--- config.mk ---
export PLATFORM = sky130hd
export DESIGN_NAME = uart_tx_fifo
export DESIGN_NICKNAME = d
export VERILOG_FILES = /design/src/rtl/uart_tx_fifo_pkg.sv /design/src/rtl/uart_tx_fifo_sync_fifo.sv /design/src/rtl/uart_tx_fifo.sv
export SDC_FILE = /design/constraint.sdc
export NUM_CORES = 1
export LEC_CHECK = 0
export BUFFER_PORTS_ARGS = -buffer_cell sky130_fd_sc_hd__buf_2
export CORE_MARGIN = 5
export CORE_UTILIZATION = 59
export DETAILED_ROUTE_END_ITERATION = 8
export PLACE_DENSITY = 0.82
export SYNTH_ARGS = -nofsm -noshare
export SYNTH_HDL_FRONTEND = slang
export SYNTH_SLANG_ARGS = --single-unit
--- constraint.sdc ---
create_clock -name clk -period 3.7 [get_ports clk]
set_input_delay 0.555 -clock clk [delete_from_list [all_inputs] [get_ports clk]]
set_output_delay 0.555 -clock clk [all_outputs]
set_load 0.1 [all_outputs]
--- src/rtl/uart_tx_fifo_pkg.sv ---
`default_nettype none
// ============================================================================
// Module      : uart_tx_fifo_pkg
// Description : Shared constants for the UART transmitter. Holds the 2-bit
//               serialiser state encodings, the 8N1 frame geometry and a
//               helper that derives the per-bit clock count.
// Revision    : 1.0  initial release
// ============================================================================
package uart_tx_fifo_pkg;

    // Serialiser state encodings
    localparam logic [1:0] ST_IDLE  = 2'd0;
    localparam logic [1:0] ST_START = 2'd1;
    localparam logic [1:0] ST_DATA  = 2'd2;
    localparam logic [1:0] ST_STOP  = 2'd3;

    // 8N1 frame: one start bit, eight data bits, one stop bit
    localparam int FRAME_BITS = 10;
    localparam int DATA_BITS  = FRAME_BITS - 2;

    // Clock cycles per serial bit (integer division, truncated)
    function automatic int clks_per_bit(input int clock_freq, input int baud_rate);
        return clock_freq / baud_rate;
    endfunction

endpackage : uart_tx_fifo_pkg
`default_nettype wire

--- src/rtl/uart_tx_fifo_sync_fifo.sv ---
`default_nettype none
// ============================================================================
// Module      : sync_fifo
// Description : Single-clock first-word-fall-through FIFO. rd_data always
//               shows the head entry; rd_en pops it. Writes while full and
//               reads while empty are ignored.
// Ports       : clk     - clock, rising edge
//               reset   - asynchronous active-low reset
//               wr_en   - write strobe
//               wr_data - data to enqueue
//               rd_en   - pop strobe
//               rd_data - head entry (valid when empty=0)
//               full    - count == DEPTH
//               empty   - count == 0
//               count   - number of stored entries
// Revision    : 1.0  initial release
// ============================================================================
module sync_fifo #(
    parameter int DEPTH = 16,
    parameter int WIDTH = 8
) (
    input  logic                       clk,
    input  logic                       reset,
    input  logic                       wr_en,
    input  logic [WIDTH-1:0]           wr_data,
    input  logic                       rd_en,
    output logic [WIDTH-1:0]           rd_data,
    output logic                       full,
    output logic                       empty,
    output logic [$clog2(DEPTH):0]     count
);

    localparam int PTR_W = $clog2(DEPTH);
    localparam int CNT_W = PTR_W + 1;

    logic [WIDTH-1:0] mem_q [DEPTH];
    logic [PTR_W-1:0] wr_ptr_q, wr_ptr_d;
    logic [PTR_W-1:0] rd_ptr_q, rd_ptr_d;
    logic [CNT_W-1:0] count_q,  count_d;

    logic w_wr_accept;
    logic w_rd_accept;

    assign full  = (count_q == CNT_W'(DEPTH));
    assign empty = (count_q == '0);
    assign count = count_q;

    // Accept decisions use the pre-edge flags, so a write into a full FIFO
    // is dropped even if a pop happens in the same cycle.
    assign w_wr_accept = wr_en & ~full;
    assign w_rd_accept = rd_en & ~empty;

    assign rd_data = mem_q[rd_ptr_q];

    always_comb begin
        wr_ptr_d = wr_ptr_q;
        rd_ptr_d = rd_ptr_q;
        count_d  = count_q;
        // DEPTH is a power of two, so the pointers wrap naturally.
        if (w_wr_accept) wr_ptr_d = wr_ptr_q + PTR_W'(1);
        if (w_rd_accept) rd_ptr_d = rd_ptr_q + PTR_W'(1);
        case ({w_wr_accept, w_rd_accept})
            2'b10:   count_d = count_q + CNT_W'(1);
            2'b01:   count_d = count_q - CNT_W'(1);
            default: count_d = count_q;
        endcase
    end

    always_ff @(posedge clk or negedge reset) begin
        if (!reset) begin
            wr_ptr_q <= '0;
            rd_ptr_q <= '0;
            count_q  <= '0;
        end else begin
            wr_ptr_q <= wr_ptr_d;
            rd_ptr_q <= rd_ptr_d;
            count_q  <= count_d;
        end
    end

    // Storage needs no reset: entries are only read after being written.
    always_ff @(posedge clk) begin
        if (w_wr_accept) begin
            mem_q[wr_ptr_q] <= wr_data;
        end
    end

endmodule : sync_fifo
`default_nettype wire

--- src/rtl/uart_tx_fifo.sv ---
`default_nettype none
// ============================================================================
// Module      : uart_tx_fifo
// Description : Byte-oriented 8N1 UART transmitter (LSB first) fed by an
//               input FIFO, with full/empty backpressure and a sticky
//               overflow flag.
// Ports       : clk        - system clock, rising edge
//               reset      - asynchronous active-low reset
//               uart_write - write strobe (accepted when uart_full=0)
//               uart_data  - byte to enqueue
//               uart_full  - FIFO holds FIFO_DEPTH bytes
//               uart_empty - FIFO holds no bytes
//               busy       - serialiser is sending a frame
//               overflow   - sticky, a write arrived while full
//               tx         - serial line, idle high
// Revision    : 1.0  initial release
// ============================================================================
module uart_tx_fifo #(
    parameter int CLOCK_FREQ = 25000000,
    parameter int BAUD_RATE  = 115200,
    parameter int FIFO_DEPTH = 16
) (
    input  logic       clk,
    input  logic       reset,
    input  logic       uart_write,
    input  logic [7:0] uart_data,
    output logic       uart_full,
    output logic       uart_empty,
    output logic       busy,
    output logic       overflow,
    output logic       tx
);

    import uart_tx_fifo_pkg::*;

    // CLKS_PER_BIT must be >= 2 for the baud counter to be meaningful.
    localparam int CLKS_PER_BIT = clks_per_bit(CLOCK_FREQ, BAUD_RATE);
    localparam int BAUD_W       = (CLKS_PER_BIT > 1) ? $clog2(CLKS_PER_BIT) : 1;
    localparam int CNT_W        = $clog2(FIFO_DEPTH) + 1;

    localparam logic [BAUD_W-1:0] BAUD_LAST = BAUD_W'(CLKS_PER_BIT - 1);
    localparam logic [2:0]        DATA_LAST = 3'(DATA_BITS - 1);

    // FIFO interface
    logic [7:0]       w_rd_data;
    logic             w_fifo_full;
    logic             w_fifo_empty;
    logic [CNT_W-1:0] w_fifo_count;
    logic             w_pop;
    logic             w_bit_end;

    // Serialiser state
    logic [1:0]        state_q,    state_d;
    logic [BAUD_W-1:0] baud_cnt_q, baud_cnt_d;
    logic [2:0]        bit_idx_q,  bit_idx_d;
    logic [7:0]        shift_q,    shift_d;
    logic              tx_q,       tx_d;
    logic              overflow_q, overflow_d;

    sync_fifo #(
        .DEPTH (FIFO_DEPTH),
        .WIDTH (8)
    ) u_fifo (
        .clk     (clk),
        .reset   (reset),
        .wr_en   (uart_write),
        .wr_data (uart_data),
        .rd_en   (w_pop),
        .rd_data (w_rd_data),
        .full    (w_fifo_full),
        .empty   (w_fifo_empty),
        .count   (w_fifo_count)
    );

    assign uart_full  = w_fifo_full;
    assign uart_empty = (w_fifo_count == '0);
    assign busy       = (state_q != ST_IDLE);
    assign overflow   = overflow_q;
    assign tx         = tx_q;

    assign w_bit_end  = (baud_cnt_q == BAUD_LAST);

    // tx is registered: each state loads the level of the *next* bit on the
    // edge that ends the current one, so the line never glitches.
    always_comb begin
        state_d    = state_q;
        baud_cnt_d = baud_cnt_q;
        bit_idx_d  = bit_idx_q;
        shift_d    = shift_q;
        tx_d       = tx_q;
        w_pop      = 1'b0;

        case (state_q)
            ST_IDLE: begin
                tx_d = 1'b1;
                if (!w_fifo_empty) begin
                    w_pop      = 1'b1;
                    shift_d    = w_rd_data;
                    baud_cnt_d = '0;
                    bit_idx_d  = '0;
                    tx_d       = 1'b0;
                    state_d    = ST_START;
                end
            end

            ST_START: begin
                if (w_bit_end) begin
                    baud_cnt_d = '0;
                    tx_d       = shift_q[0];
                    state_d    = ST_DATA;
                end else begin
                    baud_cnt_d = baud_cnt_q + BAUD_W'(1);
                end
            end

            ST_DATA: begin
                if (w_bit_end) begin
                    baud_cnt_d = '0;
                    if (bit_idx_q == DATA_LAST) begin
                        tx_d    = 1'b1;
                        state_d = ST_STOP;
                    end else begin
                        bit_idx_d = bit_idx_q + 3'd1;
                        tx_d      = shift_q[bit_idx_d];
                    end
                end else begin
                    baud_cnt_d = baud_cnt_q + BAUD_W'(1);
                end
            end

            ST_STOP: begin
                if (w_bit_end) begin
                    baud_cnt_d = '0;
                    state_d    = ST_IDLE;
                end else begin
                    baud_cnt_d = baud_cnt_q + BAUD_W'(1);
                end
            end

            default: begin
                tx_d    = 1'b1;
                state_d = ST_IDLE;
            end
        endcase
    end

    // Sticky: set on any write attempt while full, cleared only by reset.
    always_comb begin
        overflow_d = overflow_q | (uart_write & w_fifo_full);
    end

    always_ff @(posedge clk or negedge reset) begin
        if (!reset) begin
            state_q    <= ST_IDLE;
            baud_cnt_q <= '0;
            bit_idx_q  <= '0;
            shift_q    <= '0;
            tx_q       <= 1'b1;
            overflow_q <= 1'b0;
        end else begin
            state_q    <= state_d;
            baud_cnt_q <= baud_cnt_d;
            bit_idx_q  <= bit_idx_d;
            shift_q    <= shift_d;
            tx_q       <= tx_d;
            overflow_q <= overflow_d;
        end
    end

endmodule : uart_tx_fifo
`default_nettype wire

==> results.md <==
| Metric | Reported |
|:---|:---|
| Non-filler cells in the finished layout | 588 |
| Quantity of I/O buffers inserted on ports | 15 |
| Die extent in y | 118.8 um |
| Clock tree from TritonCTS | yes |
| Crit-path max cell delay | 0.63 ns |
| VDD IR-drop max | 0.0005009 V |
| Crit share post-route | 80.91% |
| Synth Area in Adders | 3.044% |
| Setup bufs post-CTS | 0 |
| Die area | 14,120 um^2 |
| Count of fill cells added during filler insertion | 727 |
| WL final | 13.07 mm |
| Antenna violations before repair | 0 |
| Synthesized area | 6987 um^2 |
| Share of the yosys chip area belonging to registers | 67.93% |
| Min-Delay Path Class | primary input to async pin |
| CTS Root Cell | sky130_fd_sc_hd__clkbuf_16 |
| Xor and xnor area share after synthesis | 1.379% |
| Highest clock frequency the design can meet | 334.1 MHz |
| Total setup violations reported at the end of the flow | 0 |
| Max Transition Viols Final | 0 |
| Final period demand of the worst path | 2.994 ns |
| Power density over cell area | 604.6 nW/um^2 |
| Average detailed-routed wire length per instance | 22.23 um |
| Highest net fanout along the worst path | 12 |
| Slew HR | 32.48% |
| Placed cell count | 556 |
| Yosys synthesis warning count | 0 |
| Io pins | 16 |
| Most frequently used flop master after synthesis | sky130_fd_sc_hd__edfxtp_1 |
| Hpwl dp | 8.240 mm |
| Slowest cell on the critical path | sky130_fd_sc_hd__or4_4 |
| Horizontal die dimension | 118.8 um |
| Area taken by multi-input logic gates | 2079 um^2 |
| Cell type with the highest occurrence count on the critical path | sky130_fd_sc_hd__ha_1 |
| Placer's final routability congestion estimate | 0.8262 |
| Num rows | 39 |
| Setup CP Type | register to register |
| Distinct cell type count of the synthesized netlist | 53 |
| Mean Syn Cell Area | 17.00 um^2 |
| Skew final | 0.009132 ns |
| CTS max path bufs | 2 |
| Sinks on Clock Net | 164 |
| Mux contribution to synthesized area | 14.13% |
| Ys async rst share | 21.95% |
| Flop2flop setup slack | 0.71 ns |
| Hold Fails Final Rpt | 0 |
| Residual antenna-violating net count after detailed routing | 0 |
| Outcome | finished, final reports clean |
| Final nets | 460 |
| H-tree depth | 4 |
| Standard cell core area | 11,520 um^2 |
| Combinational family with the most area after synthesis | multiplexers |
| Clock Latency Late Sink | 0.42 ns |
| Maximum number of pins on one net before global-route repair | 37 |
| Post-CTS Hold Fix Bufs | 0 |
| Number of maximum-capacitance constraint violations | 0 |
| Number of synthesized register bits | 164 |
| CTS Buf Count | 17 |
| Endpoint type of the worst setup path | register |
| Critical path startpoint category | register |
| Setup TNS | 0 ns |
| First-pass GRT wire length | 20.60 mm |
| Number of search-and-repair iterations in the first detailed-routing pass | 5 |
| RSZ-0062 raised after global routing | false |
| DRC violation count after routing | 0 |
| Worst Path Arrival | 3.30 ns |
| Sequence of cells on the critical path | or4_4 -> o21ai_4 -> inv_2 -> ha_1 -> xor2_1 -> ha_1 -> a21o_1 -> a21oi_1 -> nor3_1 -> xnor2_1 |
| Post-synth EDFFs | 128 |
| Remaining global-route overflow | 0 |
| Sequential Area | 4748 um^2 |
| Detailed-route via count | 3,671 |
| Detailed Route Iter0 Violations | 319 |
| Post-Syn Instances | 411 |
| Antenna fix cells | 0 |
| Initial Util | 60.67% |
| Required time at the worst-slack endpoint | 4.01 ns |
| Number of nets in the synthesized netlist | 439 |
| Vias in the first global route | 3,722 |
| Compound-cell area share of the yosys netlist | 5.247% |
| Layout area overhead | 12.09% |
| Leak Pwr | 2.736 nW |
| Min Hold Slack | 0.2370 ns |
| Share of synthesized cell area in and, or, nand and nor gates | 5.963% |
| Global router's overall resource usage | 19.76% |
| CTS clock-pin slew for the worst setup and hold paths | 0.06 ns |
| Proportion of layout cells with a drive suffix above 1 | 22.70% |
| Number of gates resized after CTS | 0 |
| Ratio of routed vias to standard cells | 6.243 |
| Slew at the pin closest to its max-slew limit | 1.013 ns |
==> critical path, delay by kind of cell, from the launching register on <==
family,cells,cell delay [ns]
fa+ha+maj,2,0.55
buf+inv,1,0.13
simple gates,2,0.71
flops,1,0.49
xor+xnor,2,0.33
compound gates,3,0.68
==> state kept, by name, indices dropped and copies added, names as in the netlist <==
name,cells
baud_cnt_q,8
u_fifo.mem_q,128
bit_idx_q,3
shift_q,8
state_q,2
tx,1
u_fifo.wr_ptr_q,4
u_fifo.count,5
u_fifo.rd_ptr_q,4
overflow,1
==> path summary, 6_finish.rpt <==
kind,start,endpoint,cells past startpoint
setup / recovery,u_fifo.count[2],u_fifo.count[4],10
hold / removal,reset,u_fifo.count[1],1
setup reg to reg,u_fifo.count[2],u_fifo.count[4],10
hold reg to reg,overflow,overflow,1
max in group asynchronous,reset,u_fifo.rd_ptr_q[3],1
min in group clk,uart_write,overflow,2
==> final cells by class <==
class / instances / share of cell area [%]
timing repair buffer: 21 / 1.534
clock buffer: 17 / 5.432
tap: 143 / 2.285
inverter: 17 / 0.8148
clock inverter: 15 / 2.748
multi-input combinational: 211 / 26.55
sequential: 164 / 60.63
==> layout by cell type, fill, tap and decap left out, drive strengths merged, types with 4 or more instances in the layout <==
cell | Yosys | final
dfrtp | 35 | 35
o221ai | 9 | 9
buf | 10 | 21
mux4 | 33 | 33
bufinv | 0 | 4
a21oi | 5 | 5
inv | 17 | 25
clkbuf | 9 | 17
nand2 | 25 | 25
o21ai | 12 | 12
a22o | 5 | 5
xor2 | 4 | 4
nor3 | 8 | 8
ha | 17 | 17
xnor2 | 7 | 7
nor2 | 18 | 18
nand2b | 4 | 4
mux2i | 21 | 21
nor2b | 5 | 5
edfxtp | 128 | 128
==> stage by stage <==
stage               util (%)  setup WS, ns  area, um^2  power, mW
floorplan                  -        0.7738        6987      2.714
global placement       62.44        0.8566        7191      2.824
detailed placement     62.44        0.7363        7191      2.869
CTS                    68.00        0.6949        7831      4.767
global route           68.00        0.5455        7831      4.912
finish                 68.00        0.7065        7831      4.734
==> synthesized netlist by cell type (7+ instances only) <==
library cell	instances	share of area, %
sky130_fd_sc_hd__o221ai_1	9	1.1
sky130_fd_sc_hd__nand2_1	25	1.3
sky130_fd_sc_hd__edfxtp_1	128	55
sky130_fd_sc_hd__o21ai_0	11	0.79
sky130_fd_sc_hd__inv_1	16	0.86
sky130_fd_sc_hd__nor3_1	7	0.50
sky130_fd_sc_hd__mux4_2	33	11
sky130_fd_sc_hd__nor2_1	17	0.91
sky130_fd_sc_hd__xnor2_1	7	0.88
sky130_fd_sc_hd__mux2i_1	21	3.0
sky130_fd_sc_hd__dfrtp_1	35	13
sky130_fd_sc_hd__clkbuf_1	8	0.43
sky130_fd_sc_hd__ha_1	17	3.0
==> cell families (layout without fill, tap and decap cells) <==
logic type | after synthesis | count (layout)
AOI/OAI and AO/OA | 48 | 48
xor gates and xnor gates | 11 | 11
adders and majority gates | 17 | 17
buffers and inverters | 36 | 70
DFF | 164 | 164
muxes | 57 | 57
and+or+nand+nor | 78 | 78
==> where the power goes <==
| group | internal, mW | total (mW) | leakage (nW) | switching [mW] |
|---|---|---|---|---|
| clock network | 1.15 | 1.90 | 0.316 | 0.744 |
| registers | 2.19 | 2.34 | 1.59 | 0.148 |
| logic | 0.168 | 0.502 | 0.831 | 0.334 |
==> routing by layer <==
metal | GRT usage, % | up-vias | routed length (um)
li1 | - | 1652 | -
met5 | 0 | - | 0
met3 | 5.450 | 26 | 661
met2 | 30.98 | 136 | 6569
met4 | 9.776 | 0 | 403
met1 | 25.80 | 1857 | 5437
(Power assumes the default switching activity.)
